### config.mk
export PLATFORM = sky130hd
export DESIGN_NAME = multicycle_control
export DESIGN_NICKNAME = d
export VERILOG_FILES = /design/src/rtl/multicycle_control.sv
export SDC_FILE = /design/constraint.sdc
export NUM_CORES = 1
export LEC_CHECK = 0
export BUFFER_PORTS_ARGS = -buffer_cell sky130_fd_sc_hd__buf_2
export CAP_MARGIN = 20
export CORE_ASPECT_RATIO = 0.6
export CORE_MARGIN = 10
export CORE_UTILIZATION = 30
export CTS_BUF_LIST = sky130_fd_sc_hd__clkbuf_8 sky130_fd_sc_hd__clkbuf_16
export CTS_CLUSTER_SIZE = 16
export DETAILED_ROUTE_END_ITERATION = 8
export GPL_TIMING_DRIVEN = 0
export PLACE_DENSITY_LB_ADDON = 0.3
export REMOVE_ABC_BUFFERS = 1
export SLEW_MARGIN = 20
export SYNTH_ARGS = -nofsm -noshare
export SYNTH_HDL_FRONTEND = slang
export SYNTH_SLANG_ARGS = --single-unit
### constraint.sdc
create_clock -name clk -period 2.7 [get_ports clk]
set_input_delay 0.27 -clock clk [delete_from_list [all_inputs] [get_ports clk]]
set_output_delay 0.27 -clock clk [all_outputs]
set_load 0.01 [all_outputs]
### src/rtl/multicycle_control.sv
// Main control FSM for the multi-cycle MIPS datapath: sequences fetch/decode/execute/memory/writeback,
// drives per-state datapath controls, flags illegal opcodes and counts retired instructions.
module multicycle_control #(
    parameter bit MEM_HANDSHAKE = 1'b1,
    parameter bit SUPPORT_ADDI  = 1'b1,
    parameter bit SUPPORT_BNE   = 1'b1,
    parameter int CNT_W         = 32
) (
    input  logic             clk,
    input  logic             rst_n,
    input  logic [5:0]       opcode,
    input  logic             mem_ready,
    output logic             pc_write,
    output logic             branch_eq,
    output logic             branch_ne,
    output logic             iord,
    output logic             mem_read,
    output logic             mem_write,
    output logic             ir_write,
    output logic             mem_to_reg,
    output logic             reg_dst,
    output logic             reg_write,
    output logic             alu_src_a,
    output logic [1:0]       alu_src_b,
    output logic [1:0]       alu_op,
    output logic [1:0]       pc_src,
    output logic             illegal,
    output logic [3:0]       state,
    output logic [CNT_W-1:0] instr_count
);

    typedef enum logic [3:0] {
        FETCH  = 4'd0,  DECODE = 4'd1,  MEMADR = 4'd2,  MEMRD  = 4'd3,
        MEMWB  = 4'd4,  MEMWR  = 4'd5,  EXEC   = 4'd6,  ALUWB  = 4'd7,
        BRANCH = 4'd8,  ADDIEX = 4'd9,  ADDIWB = 4'd10, JUMP   = 4'd11
    } state_t;

    localparam logic [5:0] OP_RTYPE = 6'b000000;
    localparam logic [5:0] OP_LW    = 6'b100011;
    localparam logic [5:0] OP_SW    = 6'b101011;
    localparam logic [5:0] OP_BEQ   = 6'b000100;
    localparam logic [5:0] OP_BNE   = 6'b000101;
    localparam logic [5:0] OP_ADDI  = 6'b001000;
    localparam logic [5:0] OP_J     = 6'b000010;

    typedef struct packed {
        logic       fetchWr;
        logic       pcWrite;
        logic       branchEq;
        logic       branchNe;
        logic       iord;
        logic       memRead;
        logic       memWrite;
        logic       memToReg;
        logic       regDst;
        logic       regWrite;
        logic       aluSrcA;
        logic [1:0] aluSrcB;
        logic [1:0] aluOp;
        logic [1:0] pcSrc;
    } ctrl_t;

    // Controls are registered from the next state, so they are a pure function of the current state.
    function automatic ctrl_t decodeCtrl(input state_t s, input logic [5:0] op);
        ctrl_t c;
        c = '0;
        case (s)
            FETCH:  begin c.fetchWr = 1'b1; c.memRead = 1'b1; c.aluSrcB = 2'b01; end
            DECODE: c.aluSrcB = 2'b11;
            MEMADR: begin c.aluSrcA = 1'b1; c.aluSrcB = 2'b10; end
            MEMRD:  begin c.memRead = 1'b1; c.iord = 1'b1; end
            MEMWB:  begin c.regWrite = 1'b1; c.memToReg = 1'b1; end
            MEMWR:  begin c.memWrite = 1'b1; c.iord = 1'b1; end
            EXEC:   begin c.aluSrcA = 1'b1; c.aluOp = 2'b10; end
            ALUWB:  begin c.regWrite = 1'b1; c.regDst = 1'b1; end
            BRANCH: begin
                c.aluSrcA  = 1'b1;
                c.aluOp    = 2'b01;
                c.pcSrc    = 2'b01;
                c.branchEq = (op == OP_BEQ);
                c.branchNe = (op == OP_BNE);
            end
            ADDIEX: begin c.aluSrcA = 1'b1; c.aluSrcB = 2'b10; end
            ADDIWB: c.regWrite = 1'b1;
            JUMP:   begin c.pcWrite = 1'b1; c.pcSrc = 2'b10; end
            default: c = '0;
        endcase
        return c;
    endfunction

    state_t           state_q, state_d;
    ctrl_t            ctrl_q;
    logic [CNT_W-1:0] count_q;
    logic             memRdy;
    logic             illegalDecode;
    logic             retire;

    assign memRdy = MEM_HANDSHAKE ? mem_ready : 1'b1;

    always_comb begin
        state_d       = state_q;
        illegalDecode = 1'b0;
        case (state_q)
            FETCH:  if (memRdy) state_d = DECODE;
            DECODE: begin
                case (opcode)
                    OP_RTYPE:     state_d = EXEC;
                    OP_LW, OP_SW: state_d = MEMADR;
                    OP_BEQ:       state_d = BRANCH;
                    OP_J:         state_d = JUMP;
                    OP_BNE: begin
                        state_d       = SUPPORT_BNE ? BRANCH : FETCH;
                        illegalDecode = !SUPPORT_BNE;
                    end
                    OP_ADDI: begin
                        state_d       = SUPPORT_ADDI ? ADDIEX : FETCH;
                        illegalDecode = !SUPPORT_ADDI;
                    end
                    default: begin
                        state_d       = FETCH;
                        illegalDecode = 1'b1;
                    end
                endcase
            end
            MEMADR: state_d = (opcode == OP_LW) ? MEMRD : MEMWR;
            MEMRD:  if (memRdy) state_d = MEMWB;
            MEMWR:  if (memRdy) state_d = FETCH;
            EXEC:   state_d = ALUWB;
            ADDIEX: state_d = ADDIWB;
            MEMWB, ALUWB, ADDIWB, BRANCH, JUMP: state_d = FETCH;
            default: state_d = FETCH;
        endcase
    end

    // Only completed instructions retire; the illegal path also returns to FETCH but from DECODE.
    assign retire = (state_d == FETCH) &&
                    (state_q inside {MEMWB, MEMWR, ALUWB, ADDIWB, BRANCH, JUMP});

    always_ff @(posedge clk or negedge rst_n) begin
        if (!rst_n) begin
            state_q <= FETCH;
            ctrl_q  <= decodeCtrl(FETCH, 6'b000000);
            count_q <= '0;
        end else begin
            state_q <= state_d;
            ctrl_q  <= decodeCtrl(state_d, opcode);
            if (retire) count_q <= count_q + CNT_W'(1);
        end
    end

    // Outputs are gated by rst_n so every control is low for the whole time reset is held.
    assign pc_write    = rst_n & (ctrl_q.pcWrite | (ctrl_q.fetchWr & memRdy));
    assign ir_write    = rst_n & ctrl_q.fetchWr & memRdy;
    assign branch_eq   = rst_n & ctrl_q.branchEq;
    assign branch_ne   = rst_n & ctrl_q.branchNe;
    assign iord        = rst_n & ctrl_q.iord;
    assign mem_read    = rst_n & ctrl_q.memRead;
    assign mem_write   = rst_n & ctrl_q.memWrite;
    assign mem_to_reg  = rst_n & ctrl_q.memToReg;
    assign reg_dst     = rst_n & ctrl_q.regDst;
    assign reg_write   = rst_n & ctrl_q.regWrite;
    assign alu_src_a   = rst_n & ctrl_q.aluSrcA;
    assign alu_src_b   = rst_n ? ctrl_q.aluSrcB : 2'b00;
    assign alu_op      = rst_n ? ctrl_q.aluOp : 2'b00;
    assign pc_src      = rst_n ? ctrl_q.pcSrc : 2'b00;
    assign illegal     = rst_n & illegalDecode;
    assign state       = state_q;
    assign instr_count = count_q;

endmodule

# [Word level (Yosys, flattened, before mapping)]
# Cells that the tools add are included.
[totals] latchBits=0 memories=0 rom_bits=0 inputBits=9 mem_bits_rw=0 output_inout_bits=54 reg_bits=53 word_cells=97
[classes] n_bitwise=15 mul=0 mux=24 eq_ne=28 order_cmp=0 n_shift=0 addsub=1 n_reduce_logical=13 div=0
[ops] cell="32-bit by 1-bit adder with 32-bit output, second input constant" count=1
[ops] cell="4-bit by 3-bit equality test with 1-bit output, second input constant" count=8
[ops] cell="4-bit equality test, second input constant" count=8
[ops] cell="4-bit case mux with 7 select lines" count=1
[ops] cell="4-bit case mux with 5 select lines" count=1
[ops] cell="4-bit by 2-bit equality test with 1-bit output, second input constant" count=4
[ops] cell="1-bit AND" count=14
[ops] cell="6-bit by 3-bit equality test with 1-bit output, second input constant" count=2
[ops] cell="6-bit equality test, second input constant" count=2
[ops] cell="4-bit two-way mux" count=3
[ops] cell="1-bit two-way mux" count=11
[ops] cell="2-bit OR reduction" count=5
[ops] cell="4-bit by 1-bit equality test with 1-bit output, second input constant" count=2
[ops] cell="4-bit zero test" count=2
[ops] cell="2-bit two-way mux" count=4
[ops] cell="2-bit case mux with 2 select lines" count=2
[ops] cell="7-bit OR reduction" count=1
[ops] cell="6-bit by 2-bit equality test with 1-bit output, second input constant" count=1
[ops] cell="6-bit by 4-bit equality test with 1-bit output, second input constant" count=1
[ops] cell="6-bit zero test" count=1
[ops] cell="2-bit case mux with 3 select lines" count=1
[ops] cell="6-bit nonzero test" count=1
[ops] cell="4-bit OR reduction" count=1
[ops] cell="3-bit two-way mux" count=1
[ops] cell="other kinds (3)" count=3

# [Longest topological paths before layout]
[depth] word_depth=7 ltp_mapped=9

# [Least setup slack after synthesis]
# Ideal clock, no wire load.
[synth_timing] kind="input to register" from="in opcode[3]" to="reg count_q[18] (netlist: instr_count[18])" cell_stages=9 t_required_ns=2.621 arrival_ns=2.348 path_buffers=2 setup_slack_ns=0.272 setup_ns=0.079 cell_sequence="buf_6 or2_1 o31a_1 nor3_2 inv_2 or4b_4 buf_6 nor4_1 xor2_1"
[synth_via] elab_chain_len=6
[synth_rtl] element="start: declaration" line="11" text="input logic [5:0] opcode,"
[synth_rtl] element="6-bit by 3-bit equality test with 1-bit output (tied with other cells)" line="106" text="case (opcode)"
[synth_rtl] element="2-bit OR reduction (no line)"
[synth_rtl] element="4-bit case mux with 5 select lines" line="106"
[synth_rtl] element="4-bit case mux with 7 select lines (*)" line="103" text="case (state_q)"
[synth_rtl] element="net state_d[2]" line="91" text="state_t state_q, state_d;"
[synth_rtl] element="4-bit zero test (*)" line="136" text="assign retire = (state_d == FETCH) &&"
[synth_rtl] element="1-bit logical AND (*)" line="136"
[synth_rtl] element="end signal: assignment" line="147" text="if (retire) count_q <= count_q + CNT_W'(1);"
[synth_rtl] element="end: declaration" line="93" text="logic [CNT_W-1:0] count_q;"
# Mark *: on every way through the listed nets, which the timed path passes. The rest lies on a longest branch.
# A chain may end at the register's enable or synchronous reset.

# [Worst setup path in the final report]
[layout_timing] from="reg state_q[1] (netlist: state[1])" to="reg count_q[6] (netlist: instr_count[6])"
[layout_via] elab_chain_len=4
[layout_rtl] element="start: declaration" line="91"
[layout_rtl] element="start signal: assignment" line="145" text="state_q <= state_d;"
[layout_rtl] element="4-bit equality test (tied with other cells)" line="103"
[layout_rtl] element="4-bit case mux with 7 select lines (*)" line="103"
[layout_rtl] element="net state_d[2]" line="91"
[layout_rtl] element="4-bit zero test (*)" line="136"
[layout_rtl] element="1-bit logical AND (*)" line="136"
# Marked as above.

==> reports/metrics.yaml <==
grt_pass1_vias: 2057
yosysMostFrequentCell: "dfrtp_1"
hpwl_um: 4885
overflow: 0
power.static_leakage_nw: 1.618
hold_ws_ns: 0.05212
critical_path_class: "reg2reg"
grt_use_total_pct: 10.36
ant_nets: 0
max-cap-violations: 0
worstRegToRegCells: 8
critPathMaxStageDelay_ns: 0.79
hold_viol_final: 0
numCtsBuffers: 5
drt_first_pass_iters: 4
synth_top_area_share_pct: 46.91
synthAdderAreaFrac_pct: 0.4787
die_w_um: 140.5
power.density_nw_per_um2: 726.9
cts.sinks: 52
synth_top_family_by_area: "simple AND/OR/NAND/NOR gates"
cts-root-buf: "clkbuf_16"
die_area_um2: 12970
ir_drop_uv: 400.3
drcViolationCount: 0
regToRegEndpoint: "instr_count[6]$_DFFE_PN0P_"
synth.top_cells.by_count: "dfrtp_1 (49), nor2_1 (19), and2_1 (17), nor3_1 (17), xnor2_1 (17)"
crit_path_top_delay_cell: "or4b_2"
antennaDiodeCount: 0
syn2layout_area_growth_pct: 23.55
drt-total-wl_um: 6655
synth_cell_type_count: 46
grt_pass1_wl_um: 11120
clock_skew_ns: 0.002905
cts_max_path_buffers: 2
antenna_found_initial: 1
drt_iter0_markers: 145
yosysWarnings: 0
multi_input_area_um2: 1219
tns_ns: 0
stdcell_area_um2: 3229
r2r_slack_ns: 0.18
drv_slew: 0
synth_compound_area_share_pct: 5.649
grt_max_degree: 70
synth-xor-area-share_pct: 11.06
finalCriticalPeriod_ns: 2.525
routedWlPerCell_um: 15.26
critPathMaxFanout: 16
portBuffers: 62
worstSkewPairLatency_ns: 0.29
finalPower_mw: 2.348
clkTransAtPathRegs_ns: 0.07
reg2reg_from: "state[1]$_DFF_PN0_"
seq_area_um2: 1308
vias: 2083
setup_viol: 0
synth_edf_count: 0
path_common_cell: "nor3_2"
gp_congestion: 0.8075
ys_seq_area_share_pct: 49.93
fillers: 851
end_kind: "register"
ios: 63
synth_cells: 262
rows: 26
muxShareOfSynthArea_pct: 1.245
hold_buffers: 0
path_cells: "or4b_2, nor4_4, nor3_2, inv_2, nor3_2, buf_4, and3_1, xor2_1"
synth_area_leaders: "dfrtp_1 (47%), xnor2_1 (5.7%), xor2_1 (5.4%)"
hp-class: "in2async"
syn-cell-area_um2: 2614
cts_htree_levels: 2
placed_area_um2: 3022
tritoncts: "done"
slew_headroom_pct: 44.04
ys_async_sr_fraction_pct: 100.0
tightest_slew_ns: 0.8318
crit_required_ns: 2.87
drive_gt1_share_pct: 28.09
rsz0062_at_grt: "no"
synth_area_per_cell_um2: 9.976
outcome: "finished, final reports clean"
viasPerCell: 4.778
initial_core_util_pct: 30.78
coreArea_um2: 8491
nets: 333
cp.arrival_ns: 2.69
max_freq_ghz: 0.3961
start_kind: "register"
ys_ff_latch: 52
die-height_um: 92.30
synth-main-ff-cell: "dfrtp_1"
finalCritPeriodShare_pct: 93.51
synth-simple-area-share_pct: 27.43
yosys.area.top_type: "dfrtp_1"
## layout by cell type, fill, tap and decap left out, types with 3 or more instances in the layout
cell type / count
nand3_1: 12
clkbuf_16: 5
nand4_1: 13
buf_2: 61
nand2b_1: 3
nand2_1: 13
o21ai_0: 4
and4_1: 3
nor2_1: 19
nor4_1: 7
and3_1: 5
buf_4: 3
nor3b_1: 3
inv_1: 12
xor2_1: 16
nor2b_1: 4
dfrtp_1: 47
dfstp_2: 3
nor3_1: 16
a31oi_1: 3
xnor2_1: 17
and2_1: 17
## worst max path at each step
stage                        from  slack (ns)                     endpoint
6_report       state[1]$_DFF_PN0_        0.18   instr_count[6]$_DFFE_PN0P_
5_1_grt        state[1]$_DFF_PN0_        0.03   instr_count[6]$_DFFE_PN0P_
4_1_cts        state[1]$_DFF_PN0_        0.07   instr_count[6]$_DFFE_PN0P_
3_5_place_dp   state[1]$_DFF_PN0_       -0.13   instr_count[6]$_DFFE_PN0P_
3_3_place_gp            opcode[3]       -0.62  instr_count[12]$_DFFE_PN0P_
2_1_floorplan  state[2]$_DFF_PN0_        0.10   instr_count[1]$_DFFE_PN0P_
## metrics by stage
stage               cells  util, %  worst slack (ns)
floorplan             252        -            0.1007
global placement      426    35.41           -0.6204
detailed placement    427    35.59           -0.1285
CTS                   436    37.92           0.07435
global route          436    38.03           0.02519
finish                436    38.03            0.1753
## timing repair
action / 4_1_cts / 5_1_grt
pin swaps: 1 / 0
resized for setup: 2 / 3
buffers inserted: 1 / 0
endpoints found under the hold margin: 0 / 0
setup endpoints to repair: 9 / 10
## critical path: cells and delay by family (launching register included)
family	cells	cell delay, ns
xor gates and xnor gates	1	0.15
and+or+nand+nor	5	1.43
DFF	1	0.50
buffers and inverters	2	0.32
## layer usage
metal | routed length, µm | GRT usage, %
met4 | 44 | 2.654
met5 | 0 | 0
met1 | 3485 | 15.13
met2 | 2742 | 14.01
met3 | 383 | 3.519
## cell type report
| class | count | area share, % |
|---|---|---|
| Multi-Input combinational cell | 186 | 37.74 |
| Inverter | 14 | 1.627 |
| Tap cell | 112 | 4.339 |
| Sequential cell | 52 | 40.49 |
| Clock inverter | 1 | 0.9299 |
| Timing Repair Buffer | 64 | 10.15 |
| Clock buffer | 7 | 4.727 |
## flip-flops by register name (all words and copies together), names as in the netlist
| register | count |
|---|---|
| instr_count | 32 |
| ctrl_q | 16 |
| state | 4 |
## report_power, final
part | internal (mW) | switching (mW) | leakage (nW)
clock | 0.488 | 0.275 | 0.0901
combinational | 0.244 | 0.335 | 0.847
sequential | 0.889 | 0.116 | 0.680
total | 1.62 | 0.726 | 1.62
## kinds of logic after synthesis
family,count (synthesis)
AO/OA/AOI/OAI,21
AND/OR/NAND/NOR,128
flip-flops,52
buffers and inverters,24
multiplexers,3
XOR/XNOR,33
adder cells (fa/ha/maj),1
Power figures use the tool's default switching activity.
